===== config.mk =====
export PLATFORM = sky130hd
export DESIGN_NAME = pulse_monitor
export DESIGN_NICKNAME = d
export VERILOG_FILES = /design/src/rtl/pulse_monitor.sv
export SDC_FILE = /design/constraint.sdc
export NUM_CORES = 1
export LEC_CHECK = 0
export CAP_MARGIN = 20
export CORE_MARGIN = 2
export CORE_UTILIZATION = 35
export CTS_CLUSTER_SIZE = 8
export DETAILED_ROUTE_END_ITERATION = 16
export GPL_ROUTABILITY_DRIVEN = 0
export PLACE_DENSITY_LB_ADDON = 0.15
export REMOVE_ABC_BUFFERS = 1
export SETUP_SLACK_MARGIN = 0.2
export SYNTH_ARGS = -nofsm -noshare
export SYNTH_HDL_FRONTEND = slang
export SYNTH_SLANG_ARGS = --single-unit

===== constraint.sdc =====
create_clock -name clk -period 3.88 [get_ports clk]
set_input_delay 0.97 -clock clk [delete_from_list [all_inputs] [get_ports clk]]
set_output_delay 0.97 -clock clk [all_outputs]
set_load 0.01 [all_outputs]

===== src/rtl/pulse_monitor.sv =====
// pulse_monitor: measures high time and rising-edge period of an asynchronous pulse train,
// with saturating counters, a low-time timeout and a sticky overflow flag.
module pulse_monitor #(
  parameter int CNT_W   = 16,
  parameter int TIMEOUT = 1000
) (
  input  logic             clk,
  input  logic             rst,
  input  logic             pulse_in,
  output logic             meas_valid,
  output logic [CNT_W-1:0] width_out,
  output logic [CNT_W-1:0] period_out,
  output logic [7:0]       pulse_count,
  output logic             overflow,
  output logic             timeout
);
  typedef enum logic [1:0] {IDLE, HIGH, LOW} state_t;
  localparam logic [CNT_W-1:0] ONE = CNT_W'(1);
  localparam logic [CNT_W-1:0] TO  = CNT_W'(TIMEOUT);
  state_t st_q, st_d;
  logic [1:0] sync_q;
  logic sd_q;
  logic [CNT_W-1:0] wcnt_q, wcnt_d, pcnt_q, pcnt_d, lcnt_q, lcnt_d, hw_q, hw_d;
  logic [CNT_W-1:0] width_q, width_d, period_q, period_d;
  logic [7:0] cnt_q, cnt_d;
  logic ovf_q, ovf_d, mv_q, mv_d, to_q, to_d;
  logic s, rise, fall, w_max, p_max;
  logic [CNT_W-1:0] w_inc, p_inc;
  assign s     = sync_q[1];
  assign rise  = s & ~sd_q;
  assign fall  = ~s & sd_q;
  assign w_max = &wcnt_q;
  assign p_max = &pcnt_q;
  assign w_inc = w_max ? wcnt_q : wcnt_q + ONE;
  assign p_inc = p_max ? pcnt_q : pcnt_q + ONE;
  always_ff @(posedge clk or posedge rst) begin
    if (rst) begin
      st_q     <= IDLE;
      sync_q   <= '0;
      sd_q     <= 1'b0;
      wcnt_q   <= '0;
      pcnt_q   <= '0;
      lcnt_q   <= '0;
      hw_q     <= '0;
      width_q  <= '0;
      period_q <= '0;
      cnt_q    <= '0;
      ovf_q    <= 1'b0;
      mv_q     <= 1'b0;
      to_q     <= 1'b0;
    end else begin
      st_q     <= st_d;
      sync_q   <= {sync_q[0], pulse_in};
      sd_q     <= s;
      wcnt_q   <= wcnt_d;
      pcnt_q   <= pcnt_d;
      lcnt_q   <= lcnt_d;
      hw_q     <= hw_d;
      width_q  <= width_d;
      period_q <= period_d;
      cnt_q    <= cnt_d;
      ovf_q    <= ovf_d;
      mv_q     <= mv_d;
      to_q     <= to_d;
    end
  end
  always_comb begin
    st_d     = st_q;
    wcnt_d   = wcnt_q;
    pcnt_d   = pcnt_q;
    lcnt_d   = lcnt_q;
    hw_d     = hw_q;
    width_d  = width_q;
    period_d = period_q;
    cnt_d    = cnt_q;
    ovf_d    = ovf_q;
    mv_d     = 1'b0;
    to_d     = 1'b0;
    case (st_q)
      IDLE: if (rise) begin
        st_d   = HIGH;
        wcnt_d = ONE;
        pcnt_d = ONE;
        cnt_d  = cnt_q + 8'd1;
      end
      HIGH: if (fall) begin
        st_d   = LOW;
        hw_d   = wcnt_q;
        lcnt_d = ONE;
        pcnt_d = p_inc;
        ovf_d  = ovf_q | p_max;
      end else begin
        wcnt_d = w_inc;
        pcnt_d = p_inc;
        ovf_d  = ovf_q | w_max | p_max;
      end
      LOW: if (rise) begin
        // a rise on the timeout cycle still completes the measurement
        st_d     = HIGH;
        mv_d     = 1'b1;
        width_d  = hw_q;
        period_d = pcnt_q;
        cnt_d    = cnt_q + 8'd1;
        wcnt_d   = ONE;
        pcnt_d   = ONE;
      end else if (lcnt_q >= TO) begin
        st_d = IDLE;
        to_d = 1'b1;
        hw_d = '0;
      end else begin
        pcnt_d = p_inc;
        lcnt_d = lcnt_q + ONE;
        ovf_d  = ovf_q | p_max;
      end
      default: st_d = IDLE;
    endcase
  end
  assign meas_valid  = mv_q;
  assign width_out   = width_q;
  assign period_out  = period_q;
  assign pulse_count = cnt_q;
  assign overflow    = ovf_q;
  assign timeout     = to_q;
endmodule


==> summary.txt <==
Timing
  – Tcrit/Tclk final: a little under two thirds
  – Final worst slack: roughly 1.4 ns
  – Rel. slew slack: a little over a third
  – RSZ-0062 raised after global routing: no
  – Final Hold Viols: 0
  – Final setup viols: 0
  – Worst slew pin tran: 0.9645 ns
  – Worst Skew: 0.009334 ns
  – Fmax: ~0.4 GHz
  – Max-slew violation count: 0
  – Final min period: about 2.5 ns

Power
  – Clock Power Share: a little under a third
  – Leakage: around 2.6 nW
  – Total power: between 2 and 3 mW
  – Combinational share of power: between 20% and 30%
  – Switching pwr: between 0.9 and 1 mW
  – Part of the power in registers: around 46%
  – Int Pwr: roughly 2.0 mW
  – Cell area power density: 482.2 mW/mm^2
  – Worst vdd ir: 0.0002240 V
  – Sw Share: 31.17%

Route
  – Met2 Wirelength: slightly below 5 mm
  – Drt drc: 0
  – Wl on met1: roughly 5.6 mm
  – Drt via density: 5.424
  – WL met3: about 330 um
  – Routed WL: about 11 mm
  – Post-route ant nets: 0
  – DR WL/cell: 15.79 um
  – Via count: around 3,800
  – Drt first pass iters: 6
  – Starting DRT DRC Count: ~260
  – Highest metal used: met4

Worst hold path
  – Worst min-delay path startpoint: sync_q[0]$_DFF_PP0_
  – Hold Path Sink: sync_q[1]$_DFF_PP0_
  – Worst hold path depth: 0
  – Hold crit path type: reg -> reg

Synthesis
  – Synth area leader: dfrtp_1
  – Compound-Gate Fraction of Synth Area: a little under a fifth
  – Synth top area share: between 50% and 60%
  – Register area share after synthesis: between 50% and 60%
  – Top_reg_cell synth: dfrtp_1
  – Adder-Cell Fraction of Synth Area: 2.159%
  – EDFF count, synth: 0
  – Mapped Avg Cell Area: 11.10 um^2
  – Cells after Synth: 470
  – Syn. warnings: 0
  – Ys async rst share: 100.0%
  – Xor-xnor portion of the synthesized cell area: between 2 and 2.5%
  – Mux contribution to synthesized area: 6.260%
  – Synth top area cells: dfrtp_1 (54%), mux2_2 (6.3%), a22o_1 (2.9%)
  – Largest family of logic cells by synthesized area: compound AO/OA/AOI/OAI gates
  – Synth unique cells: between 50 and 60
  – Yosys reg bits: ~110
  – Mapped cell area: approximately 0.0052 mm^2
  – Post-synthesis simple-gate area fraction: 13.70%

Place
  – # port buffers: between 40 and 50
  – Placed Instances: between 600 and 700
  – DPL Wire Length: between 7 and 8 mm
  – Pre-CTS setup slack: about 1.4 ns

Floorplan
  – Die area: around 0.016 mm^2
  – Row count: between 40 and 50
  – Die width: between 100 and 150 um
  – Starting density of the core: 35.89%
  – CORE AREA: around 0.015 mm^2
  – I/O pin count: 46
  – DIE HEIGHT: around 130 um

Critical path
  – Setup crit end kind: register
  – Reg-to-reg startpoint: st_q[1]$_DFFE_PP0P_
  – CP Data Required Time: ~4.2 ns
  – FF-to-FF path depth: 7
  – R2R Path End: wcnt_q[3]$_DFFE_PP0P_
  – Crit. Startpoint: st_q[1]$_DFFE_PP0P_
  – Reg2reg setup slack: roughly 1.4 ns
  – Startpoint types: register
  – Critical Path AT: approximately 2.8 ns
  – Critical Path Fanout Max: 11
  – Crit path kind: reg -> reg

Clock tree
  – CTS clock-pin slew for the worst setup and hold paths: 0.08 ns
  – Worst skew pair latency: around 0.35 ns
  – Root Buffer Master: clkbuf_16
  – CTS tree: done
  – Post-CTS setup buffers: 0
  – CTS HTree Levels: 3
  – Total CTS buffers: 9
  – Clk buf depth: 2
  – CTS Sinks: 112
  – Post-CTS sizing: 0
  – Hold-fix buffers at CTS: 0

Layout
  – Layout Cells excl Fill: approximately 700
  – Share of cells above drive strength 1: a little over an eighth
  – Inserted Diodes: 0
  – Commonest non-fill, non-tap cells in the layout: dfrtp_1 (112), clkdlybuf4s50_1 (45), nor2_1 (32)
  – Nets: 521
  – Final core utilization: 42.18%
  – Most common cell after layout, fill and taps aside: dfrtp_1
  – P&R area growth vs syn: 17.53%
  – Filler Cell Count: between 1,000 and 1,500

GRT
  – Vias in the first global route: approximately 3,600
  – First-pass GRT wire length: 18.75 mm
  – Pin count of the biggest net entering global routing: 46
  – Grt total ovfl: 0
  – Initial antenna violation count: 0
  – Total Routing Usage GR: 14.45%

Job
  – Max Cap Viol: 0

Run status
  – Outcome: finished clean
power groups by stage:
stage / clock network [mW] / logic [mW] / registers, mW
2_1_floorplan: 0 / 0.416 / 1.39
3_3_place_gp: 0 / 0.646 / 1.39
3_5_place_dp: 0 / 0.654 / 1.39
4_1_cts: 0.964 / 0.660 / 1.37
5_1_grt: 1.01 / 0.730 / 1.39
6_report: 0.931 / 0.653 / 1.37
layout make-up:
class,count,area [um^2],share of cell area [%]
clock buffer,9,225.2,3.673
clock inverter,7,71.32,1.163
multi-input combinational,321,2238,36.51
tap,184,230.2,3.755
inverter,14,55.05,0.8980
timing repair buffer,51,508.0,8.286
sequential,112,2803,45.71
per-layer routing:
| layer | vias up | track usage [%] |
|---|---|---|
| met5 | - | 0 |
| met4 | 0 | 5.753 |
| met3 | 12 | 2.549 |
| met2 | 73 | 21.44 |
| met1 | 1878 | 21.03 |
| li1 | 1823 | - |
critical path, stage by stage, from the launching register on:
cell     delay (ns)
dfrtp_1        0.42
inv_1          0.12
ha_1           0.39
nor3b_1        0.30
nand2_1        0.10
a31oi_1        0.72
nand4_1        0.19
o21ai_1        0.15
stage by stage:
step / hold slack, ns / TNS, ns / cell area, um^2
floorplan: 0.3312 / -5.489 / 5089
global placement: 0.3392 / 0 / 5834
detailed placement: 0.3425 / 0 / 5834
CTS: 0.3595 / 0 / 6131
global route: 0.3713 / 0 / 6131
finish: 0.3579 / 0 / 6131
cell usage after synthesis (10+ instances only):
cell type / number
a31oi_1: 10
a22o_1: 17
nand2_1: 26
nand4_1: 14
nand3_1: 21
o21ai_0: 28
o21ai_1: 15
nor2_1: 32
clkbuf_1: 10
a21oi_1: 24
dfrtp_1: 112
and3_1: 10
xnor2_1: 11
inv_1: 14
mux2_2: 29
worst max path at each step:
stage | to | slack, ns | cells past startpoint
5_1_grt | wcnt_q[11]$_DFFE_PP0P_ | 1.07 | 7
2_1_floorplan | hw_q[0]$_DFFE_PP0P_ | -0.05 | 1
3_3_place_gp | wcnt_q[13]$_DFFE_PP0P_ | 1.51 | 7
4_1_cts | hw_q[1]$_DFFE_PP0P_ | 1.40 | 6
3_5_place_dp | wcnt_q[11]$_DFFE_PP0P_ | 1.43 | 7
6_report | wcnt_q[3]$_DFFE_PP0P_ | 1.41 | 7
cells by family (layout without fill, tap and decap cells):
logic type      after synthesis  count (layout)
compound gates              135             135
xor+xnor                     13              13
fa+ha+maj                     9               9
buf+inv                      37              81
flops                       112             112
mux                          29              29
simple gates                135             135
registers in the layout, indices dropped and copies added, names as in the netlist:
register     count
sync_q           2
pulse_count      8
overflow         1
pcnt_q          16
wcnt_q          16
sd_q             1
st_q             2
period_out      16
width_out       16
meas_valid       1
hw_q            16
timeout          1
lcnt_q          16
Note: power is estimated with default switching activity, not from simulation.
